`config.mk`:
```
export PLATFORM = sky130hd
export DESIGN_NAME = harmonic_engine
export DESIGN_NICKNAME = d
export VERILOG_FILES = /design/src/rtl/harmonic_engine_pkg.sv /design/src/rtl/harm_phase_ram.sv /design/src/rtl/harmonic_engine.sv
export SDC_FILE = /design/constraint.sdc
export NUM_CORES = 2
export LEC_CHECK = 0
export BUFFER_PORTS_ARGS = -buffer_cell sky130_fd_sc_hd__buf_2
export CORE_UTILIZATION = 41
export CTS_BUF_LIST = sky130_fd_sc_hd__clkbuf_16
export CTS_CLUSTER_DIAMETER = 150
export DETAILED_ROUTE_END_ITERATION = 8
export PLACE_DENSITY_LB_ADDON = 0.2
export SLEW_MARGIN = 15
export SYNTH_ARGS = -nofsm -noshare
export SYNTH_HDL_FRONTEND = slang
export SYNTH_SLANG_ARGS = --single-unit
```
`constraint.sdc`:
```
create_clock -name fpga_clock -period 20.1 [get_ports fpga_clock]
set_input_delay 4.02 -clock fpga_clock [delete_from_list [all_inputs] [get_ports fpga_clock]]
set_output_delay 4.02 -clock fpga_clock [all_outputs]
set_load 0.02 [all_outputs]
```
`src/rtl/harmonic_engine_pkg.sv`:
```
// rtl/harmonic_engine_pkg.sv - shared states, output gain shift and default parameters for harmonic_engine
package harmonic_engine_pkg;

    localparam int DEF_NUM_HARM = 64;
    localparam int DEF_PHASE_W  = 24;
    localparam int DEF_LUT_AW   = 11;
    localparam int DEF_SAMPLE_W = 16;
    localparam int DEF_AMP_W    = 7;
    localparam int GAIN_SH      = 2;

    typedef enum logic [3:0] {
        CLEAR,
        IDLE,
        LATCH,
        RD,
        UPD,
        W1,
        W2,
        MAC,
        SCALE
    } state_t;

endpackage

```
`src/rtl/harm_phase_ram.sv`:
```
// rtl/harm_phase_ram.sv - per-harmonic phase store, single port, write-first, 1-cycle read
module harm_phase_ram #(
    parameter int DEPTH = 64,
    parameter int WIDTH = 24,
    parameter int AW    = 6
) (
    input  logic             fpga_clock,
    input  logic             we,
    input  logic [AW-1:0]    addr,
    input  logic [WIDTH-1:0] wdata,
    output logic [WIDTH-1:0] rdata
);

    logic [WIDTH-1:0] mem [DEPTH];
    logic [WIDTH-1:0] rdata_q;

    always_ff @(posedge fpga_clock) begin
        if (we) begin
            mem[addr] <= wdata;
            rdata_q   <= wdata;
        end else begin
            rdata_q <= mem[addr];
        end
    end

    assign rdata = rdata_q;

endmodule

```
`src/rtl/harmonic_engine.sv`:
```
// rtl/harmonic_engine.sv - additive harmonic synthesiser: one sample per tick, one harmonic per 5 cycles
module harmonic_engine
    import harmonic_engine_pkg::*;
#(
    parameter int NUM_HARM = DEF_NUM_HARM,
    parameter int PHASE_W  = DEF_PHASE_W,
    parameter int LUT_AW   = DEF_LUT_AW,
    parameter int SAMPLE_W = DEF_SAMPLE_W,
    parameter int AMP_W    = DEF_AMP_W
) (
    input  logic                       fpga_clock,
    input  logic                       reset,
    input  logic                       sample_tick,
    input  logic [PHASE_W-1:0]         frequency,
    input  logic [AMP_W-1:0]           decay,
    input  logic [7:0]                 harm_limit,
    input  logic                       odd_only,
    output logic [LUT_AW-1:0]          lut_addr,
    input  logic signed [SAMPLE_W-1:0] lut_data,
    output logic [SAMPLE_W-1:0]        sample_out,
    output logic                       sample_valid,
    output logic                       busy,
    output logic                       overrun,
    output logic                       clip
);

    localparam int HW    = $clog2(NUM_HARM);
    localparam int ACC_W = SAMPLE_W + AMP_W + HW;
    localparam int H_W   = 10;
    localparam int INC_W = PHASE_W + 1;
    localparam logic signed [ACC_W-1:0] SAT_MAX = ACC_W'((1 << (SAMPLE_W - 1)) - 1);
    localparam logic signed [ACC_W-1:0] SAT_MIN = -SAT_MAX - ACC_W'(1);

    state_t                    state_q, state_d;
    logic [HW:0]               clr_q, clr_d;
    logic [H_W-1:0]            h_q, h_d;
    logic [INC_W-1:0]          inc_q, inc_d;
    logic [INC_W-1:0]          step_q, step_d;
    logic [AMP_W-1:0]          amp_q, amp_d;
    logic signed [ACC_W-1:0]   acc_q, acc_d;
    logic [PHASE_W-1:0]        freq_q, freq_d;
    logic [AMP_W-1:0]          decay_q, decay_d;
    logic [7:0]                limit_q, limit_d;
    logic                      odd_q, odd_d;
    logic [LUT_AW-1:0]         lut_addr_q, lut_addr_d;
    logic [SAMPLE_W-1:0]       sample_out_q, sample_out_d;

    logic                      ram_we;
    logic [HW-1:0]             ram_addr;
    logic [PHASE_W-1:0]        ram_wdata;
    logic [PHASE_W-1:0]        ram_rdata;
    logic [PHASE_W-1:0]        new_phase;
    logic [INC_W:0]            inc_sum;
    logic [H_W-1:0]            h_nxt;
    logic [AMP_W-1:0]          amp_nxt;
    logic                      stop;
    logic signed [SAMPLE_W+AMP_W:0] prod;
    logic signed [ACC_W-1:0]   shifted;
    logic signed [SAMPLE_W-1:0] sat_val;
    logic                      sat_clip;
    logic [SAMPLE_W-1:0]       scaled;

    harm_phase_ram #(
        .DEPTH(NUM_HARM),
        .WIDTH(PHASE_W),
        .AW   (HW)
    ) u_ram (
        .fpga_clock(fpga_clock),
        .we        (ram_we),
        .addr      (ram_addr),
        .wdata     (ram_wdata),
        .rdata     (ram_rdata)
    );

    // One extra bit on the sum keeps the Nyquist test exact even when the first increment is already large
    always_comb begin
        new_phase = ram_rdata + inc_q[PHASE_W-1:0];
        inc_sum   = {1'b0, inc_q} + {1'b0, step_q};
        h_nxt     = h_q + (odd_q ? H_W'(2) : H_W'(1));
        amp_nxt   = (amp_q > decay_q) ? amp_q - decay_q : '0;
        prod      = lut_data * $signed({1'b0, amp_q});
        stop      = (h_nxt > {2'b00, limit_q}) || (h_nxt > H_W'(NUM_HARM)) ||
                    (amp_nxt == '0) || (inc_sum[INC_W:PHASE_W-1] != '0);
    end

    always_comb begin
        shifted  = acc_q >>> (AMP_W + GAIN_SH);
        sat_clip = 1'b0;
        if (shifted > SAT_MAX) begin
            sat_val  = SAT_MAX[SAMPLE_W-1:0];
            sat_clip = 1'b1;
        end else if (shifted < SAT_MIN) begin
            sat_val  = SAT_MIN[SAMPLE_W-1:0];
            sat_clip = 1'b1;
        end else begin
            sat_val = shifted[SAMPLE_W-1:0];
        end
        scaled = {~sat_val[SAMPLE_W-1], sat_val[SAMPLE_W-2:0]};
    end

    always_comb begin
        state_d      = state_q;
        clr_d        = clr_q;
        h_d          = h_q;
        inc_d        = inc_q;
        step_d       = step_q;
        amp_d        = amp_q;
        acc_d        = acc_q;
        freq_d       = freq_q;
        decay_d      = decay_q;
        limit_d      = limit_q;
        odd_d        = odd_q;
        lut_addr_d   = lut_addr_q;
        sample_out_d = sample_out_q;
        ram_we       = 1'b0;
        ram_addr     = h_q[HW-1:0] - HW'(1);
        ram_wdata    = '0;
        case (state_q)
            CLEAR: begin
                ram_addr = clr_q[HW-1:0];
                if (clr_q == (HW+1)'(NUM_HARM)) begin
                    state_d = IDLE;
                end else begin
                    ram_we = 1'b1;
                    clr_d  = clr_q + (HW+1)'(1);
                end
            end
            IDLE: begin
                if (sample_tick) begin
                    freq_d  = frequency;
                    decay_d = decay;
                    limit_d = harm_limit;
                    odd_d   = odd_only;
                    state_d = LATCH;
                end
            end
            LATCH: begin
                h_d     = H_W'(1);
                inc_d   = {1'b0, freq_q};
                step_d  = odd_q ? {freq_q, 1'b0} : {1'b0, freq_q};
                amp_d   = '1;
                acc_d   = '0;
                state_d = RD;
            end
            RD:  state_d = UPD;
            UPD: begin
                ram_we     = 1'b1;
                ram_wdata  = new_phase;
                lut_addr_d = new_phase[PHASE_W-1 -: LUT_AW];
                state_d    = W1;
            end
            W1:  state_d = W2;
            W2:  state_d = MAC;
            MAC: begin
                acc_d   = acc_q + ACC_W'(prod);
                amp_d   = amp_nxt;
                h_d     = h_nxt;
                inc_d   = inc_sum[INC_W-1:0];
                state_d = stop ? SCALE : RD;
            end
            SCALE: begin
                sample_out_d = scaled;
                state_d      = IDLE;
            end
            default: state_d = CLEAR;
        endcase
    end

    always_ff @(posedge fpga_clock) begin
        if (reset) begin
            state_q      <= CLEAR;
            clr_q        <= '0;
            h_q          <= '0;
            inc_q        <= '0;
            step_q       <= '0;
            amp_q        <= '0;
            acc_q        <= '0;
            freq_q       <= '0;
            decay_q      <= '0;
            limit_q      <= '0;
            odd_q        <= 1'b0;
            lut_addr_q   <= '0;
            sample_out_q <= SAMPLE_W'(1) << (SAMPLE_W - 1);
        end else begin
            state_q      <= state_d;
            clr_q        <= clr_d;
            h_q          <= h_d;
            inc_q        <= inc_d;
            step_q       <= step_d;
            amp_q        <= amp_d;
            acc_q        <= acc_d;
            freq_q       <= freq_d;
            decay_q      <= decay_d;
            limit_q      <= limit_d;
            odd_q        <= odd_d;
            lut_addr_q   <= lut_addr_d;
            sample_out_q <= sample_out_d;
        end
    end

    // The result is presented during SCALE itself so sample_valid lands 2 + 5*K cycles after the tick
    assign busy         = reset || (state_q != IDLE);
    assign overrun      = sample_tick && !reset && (state_q != IDLE);
    assign sample_valid = !reset && (state_q == SCALE);
    assign clip         = sample_valid && sat_clip;
    assign sample_out   = sample_valid ? scaled : sample_out_q;
    assign lut_addr     = lut_addr_q;

endmodule
```
# Yosys cells after proc, flatten, opt, wreduce, memory -nomap -nowiden
# Memories as Yosys holds them, arrays and structs flattened. A register that Yosys moved wholly into a read port is not among the register bits.
# Index checks and enable logic that the tools add are counted.
[op_classes]
n_addsub = 7
n_mul = 1
div = 0
magnitude_cmp = 5
n_eq_ne = 12
shifts = 0
n_mux = 22
n_bitwise = 2
n_reduce_logical = 16
[ops]
columns = ["op", "n"]
rows = [
  ["one-hot mux 29 bit (2 select lines)", 1],
  ["one-hot mux 25 bit (2 select lines)", 1],
  ["2-to-1 mux 16 bit", 3],
  ["one-hot mux 4 bit (9 select lines)", 1],
  ["adder 29 x 24 -> 29 bit", 1],
  ["adder 25 x 25 -> 26 bit", 1],
  ["2-to-1 mux 25 bit", 1],
  ["adder 24 bit", 1],
  ["multiplier 16 x 8 -> 24 bit", 1],
  ["2-to-1 mux 24 bit", 1],
  ["greater-than comparator 20 x 16 -> 1 bit, second input constant", 1],
  ["< comparator 20 x 16 -> 1 bit, second input constant", 1],
  ["one-hot mux 10 bit (2 select lines)", 1],
  ["== test 4 x 3 -> 1 bit, second input constant", 4],
  ["one-hot mux 7 bit (2 select lines)", 1],
  ["2-to-1 mux 4 bit", 3],
  ["adder 10 x 2 -> 10 bit", 1],
  ["greater-than comparator 10 x 7 -> 1 bit, second input constant", 1],
  ["greater-than comparator 10 x 8 -> 1 bit", 1],
  ["== test 4 x 2 -> 1 bit, second input constant", 2],
  ["adder 7 x 1 -> 7 bit, second input constant", 1],
  ["== test 7 bit, second input constant", 1],
  ["greater-than comparator 7 bit", 1],
  ["logical NOT 7 bit", 1],
  ["19 further kinds", 33],
]
[word_totals]
register_bits = 174
latch_bits = 0
ram_bits = 1536
mem_bits_ro = 0
output_inout_bits = 31
word_cells = 79
memories = 1
[mem_list]
columns = ["memory", "words", "width", "read_ports", "rd_ports_with_merged_regs", "wr", "line_no", "rtl"]
rows = [
  ["u_ram.mem", 64, 24, 1, 1, 1, "harm_phase_ram.sv:14", "logic [WIDTH-1:0] mem [DEPTH];"],
]

# Logic depth before layout (Yosys ltp)
[logic_depth]
word_depth = 8
ltp_mapped = 20

# Hierarchy
# Synthesis repeated with hierarchy kept, for this count alone.
[hier_totals]
cells_unflattened = 4541
area_unflattened_um2 = 74666.6
[modules_own_cells]
columns = ["module", "n_inst", "cells_each", "area_per_inst_um2", "seq_area_each_um2"]
rows = [
  ["harm_phase_ram", 1, 2592, 58935.3, 46244.4],
  ["harmonic_engine", 1, 1949, 15731.3, 3483.3],
]

# Worst setup path before layout
# OpenSTA, ideal clock, no wires.
[synth_timing]
path_kind = "input to output"
startpoint = "input port reset"
endpoint = "output port sample_out[10]"
t_arrival_ns = 5.016
t_required_ns = 16.080
setup_slack_ns = 11.064
stages = 6
n_path_buf = 1
cell_sequence = "inv_1 nand2_1 a21oi_1 clkbuf_1 o21ai_0 nand2_1"
[synth_via]
elab_chain_len = 3
[synth_rtl]
columns = ["element", "line_no", "rtl"]
rows = [
  ["from (decl)", "harmonic_engine.sv:12", "input logic reset,"],
  ["logical NOT 1 bit", "harmonic_engine.sv:204", "assign sample_valid = !reset && (state_q == SCALE);"],
  ["logical AND 1 bit", "harmonic_engine.sv:204", ""],
  ["2-to-1 mux 16 bit", "harmonic_engine.sv:206", "assign sample_out = sample_valid ? scaled : sample_out_q;"],
  ["to (decl)", "harmonic_engine.sv:20", "output logic [SAMPLE_W-1:0] sample_out,"],
]
# Every way passes these cells.

# Worst setup path in the final report
[layout_timing]
startpoint = "input port reset"
endpoint = "output port sample_out[1]"
# Same word-level chain as after synthesis.

==> flow_metrics.tcl <==
set metrics [dict create \
    path_clk_slew_ps 60 \
    synthFlopType "edfxtp_1" \
    seq_area_frac_synth 0.669 \
    port_buffers 89 \
    grt_setup_unrepaired "false" \
    syn_inst 4257 \
    cts_root_buf "clkbuf_16" \
    clkPwrFrac 0.438 \
    min_path_type "reg -> reg" \
    hpwl_microns 109000 \
    leakagePower_nw 26.0 \
    drc 0 \
    drv_slew 0 \
    ant_nets 0 \
    async_reset_ff_frac 0 \
    cts_buffers 180 \
    num-fill-cells 15200 \
    drive_gt1_frac 0.224 \
    ctsHoldBuffers 0 \
    syn_nets 4575 \
    core-area_sq_um 179000 \
    fin_area_sq_um 84000 \
    nNetsFinal 4725 \
    grt_pass1_vias 39100 \
    ys_types 73 \
    worst_slew_pin_slew_ps 1220 \
    gp_congestion 0.833 \
    worstPathRequired_ps 16080 \
    drtIter0Drc 3813 \
    area_growth_syn_to_layout_pct 13.0 \
    cts-htree-levels 4 \
    ys_ff_latch 1716 \
    power_frac_seq 0.512 \
    period_needed_ps 9980 \
    dpl_cell_area_sq_um 78100 \
    fp.dieArea_sq_um 183000 \
    critPathTopFamily "buffers and inverters" \
    skew_ps 47.9 \
    cp-end-kind "output pin" \
    vias_per_cell 5.63 \
    p_sw_mw 1.65 \
    ys_top_cells_by_area "edfxtp_1 (62%), mux4_2 (15%), dfxtp_1 (4.8%)" \
    finalSetupViolCount 0 \
    drt_wl_total_microns 190000 \
    critPathBufInv 5 \
    io_pins 90 \
    final_hold_viol_count 0 \
    final_cell_mix "edfxtp_1 (1536), mux4_2 (495), nand2_1 (327)" \
    grt_max_degree 114 \
    cts_buffer_depth 3 \
    die_x_microns 428 \
    post_cts_buffers 0 \
    vias 39000 \
    cp.arrival_ps 5960 \
    synth_top_area_share 0.621 \
    comb_power_share 0.050 \
    netlist_area_sq_um 74300 \
    tns_ps 0 \
    status "finished, final reports clean" \
    ir_drop_mv 0.0933 \
    grt_usage 0.209 \
    slowest_delay_ps 450 \
    syn_area_per_cell_sq_um 17.5 \
    cts_sinks 1716 \
    worstSkewPairLatency_ps 830 \
    drt_pass1_iterations 5 \
    tritoncts "yes" \
    grt_pass1_wl_microns 274000 \
    slowest_stage "a21oi_1" \
    critPathMaxFanout 20 \
    cts_resized 0 \
    crit_path_frequent_cell "buf_4" \
    synth_top_area_cell "edfxtp_1" \
    power_density_nw_per_um2 89.8 \
    initial_utilization 0.415 \
    swShare 0.219 \
    cp-start-kind "input port" \
    die_y_microns 428 \
    r2r_slack_ps 10980 \
    grt_overflow_total 0 \
    crit_type "in -> out" \
    yosys_warnings 0 \
    layout_commonest_cell "edfxtp_1" \
    max_cap_violations 0 \
    slew_headroom 0.179 \
    cp_cell_sequence "buf_4, inv_1, nand2_1, buf_4, a21oi_1, buf_4, o21ai_0, nand2_1, buf_2" \
    p_int_mw 5.89 \
    synth_edf_count 1536 \
    fmax_mhz 100 \
    num_rows 155 \
    fin_crit_sh 0.497 \
    wire_per_inst_microns 27.4 \
    antenna_found_initial 15 \
]
worst paths after layout:
path	from	cells past startpoint	endpoint
worst max register to register	flop	15	u_ram.mem[59][23]
worst min-delay path	sample_out_q[11]	2	sample_out_q[11]
worst max-delay path	reset	9	sample_out[1]
worst min register to register	sample_out_q[11]	2	sample_out_q[11]
per-stage QoR:
step | cells | hold WS (ps) | setup WS, ps | utilization | power (mW)
after floorplan | 4257 | 423 | 11060 | - | 4.18
after global placement | 6580 | 430 | 10190 | 0.436 | 4.32
after detailed placement | 6580 | 436 | 10080 | 0.436 | 4.32
after CTS | 6911 | 446 | 10070 | 0.469 | 7.61
after global routing | 6911 | 465 | 9970 | 0.469 | 7.76
final | 6915 | 445 | 10120 | 0.469 | 7.54
routing by layer:
metal  track usage  vias up  wire [microns]
li1              -    16900               -
met4        0.0539        0            4500
met2         0.338     1092           91500
met1         0.292    20700           81900
met3        0.0382      232           11800
met5             0        -               0
power by group through the flow:
| stage | sequential (mW) | combinational [mW] | clock, mW |
|---|---|---|---|
| finish | 3.86 | 0.376 | 3.30 |
| global placement | 3.94 | 0.382 | 0 |
| floorplan | 3.93 | 0.254 | 0 |
| global route | 3.86 | 0.396 | 3.50 |
| CTS | 3.86 | 0.382 | 3.36 |
| detailed placement | 3.94 | 0.382 | 0 |
synthesized netlist by cell type, types with 28 or more instances:
| library cell | instances |
|---|---|
| o21ai_0 | 71 |
| inv_1 | 266 |
| edfxtp_1 | 1536 |
| xnor2_1 | 46 |
| clkbuf_1 | 130 |
| buf_2 | 43 |
| nand2_1 | 328 |
| a21o_1 | 35 |
| xor2_1 | 29 |
| mux2i_1 | 37 |
| nor2_1 | 216 |
| a21oi_1 | 126 |
| nor3_1 | 30 |
| and2_1 | 73 |
| dfxtp_1 | 180 |
| ha_1 | 125 |
| mux4_2 | 495 |
| fa_1 | 134 |
| nand3_1 | 28 |
| a211oi_1 | 48 |
layout make-up:
class | count | area [sq um] | area share
clock inverter | 149 | 1280 | 0.0153
tap | 2355 | 2950 | 0.0351
antenna | 4 | 10.0 | 0.000119
sequential | 1716 | 49700 | 0.592
clock buffer | 182 | 4550 | 0.0542
multi-input combinational | 2075 | 23300 | 0.278
inverter | 266 | 1000 | 0.0119
timing repair buffer | 168 | 1090 | 0.0130
sequential cells by signal (all words and copies together) (netlist names), 8 cells and up, named ones only:
| signal | count |
|---|---|
| u_ram.mem | 1536 |
| acc_q | 29 |
| inc_q | 25 |
| step_q | 25 |
| freq_q | 24 |
| sample_out_q | 16 |
| lut_addr | 11 |
| h_q | 10 |
| limit_q | 8 |
worst min-delay path: cells and delay by family, from the launching register on:
kind | cells | cell delay (ps)
flops | 1 | 310
simple gates | 2 | 90
cells by family (layout without fill, tap and decap cells):
group                      after synthesis  count (layout)  synth area share
DFF                                   1716            1716             0.669
and+or+nand+nor                        776             776            0.0468
muxes                                  535             535             0.155
buffers and inverters                  466             765            0.0246
AOI/OAI and AO/OA                      430             430            0.0379
adders and majority gates              259             259            0.0572
xor gates and xnor gates                75              75           0.00884
other                                    0               4                 0
Power figures use the tool's default switching activity.
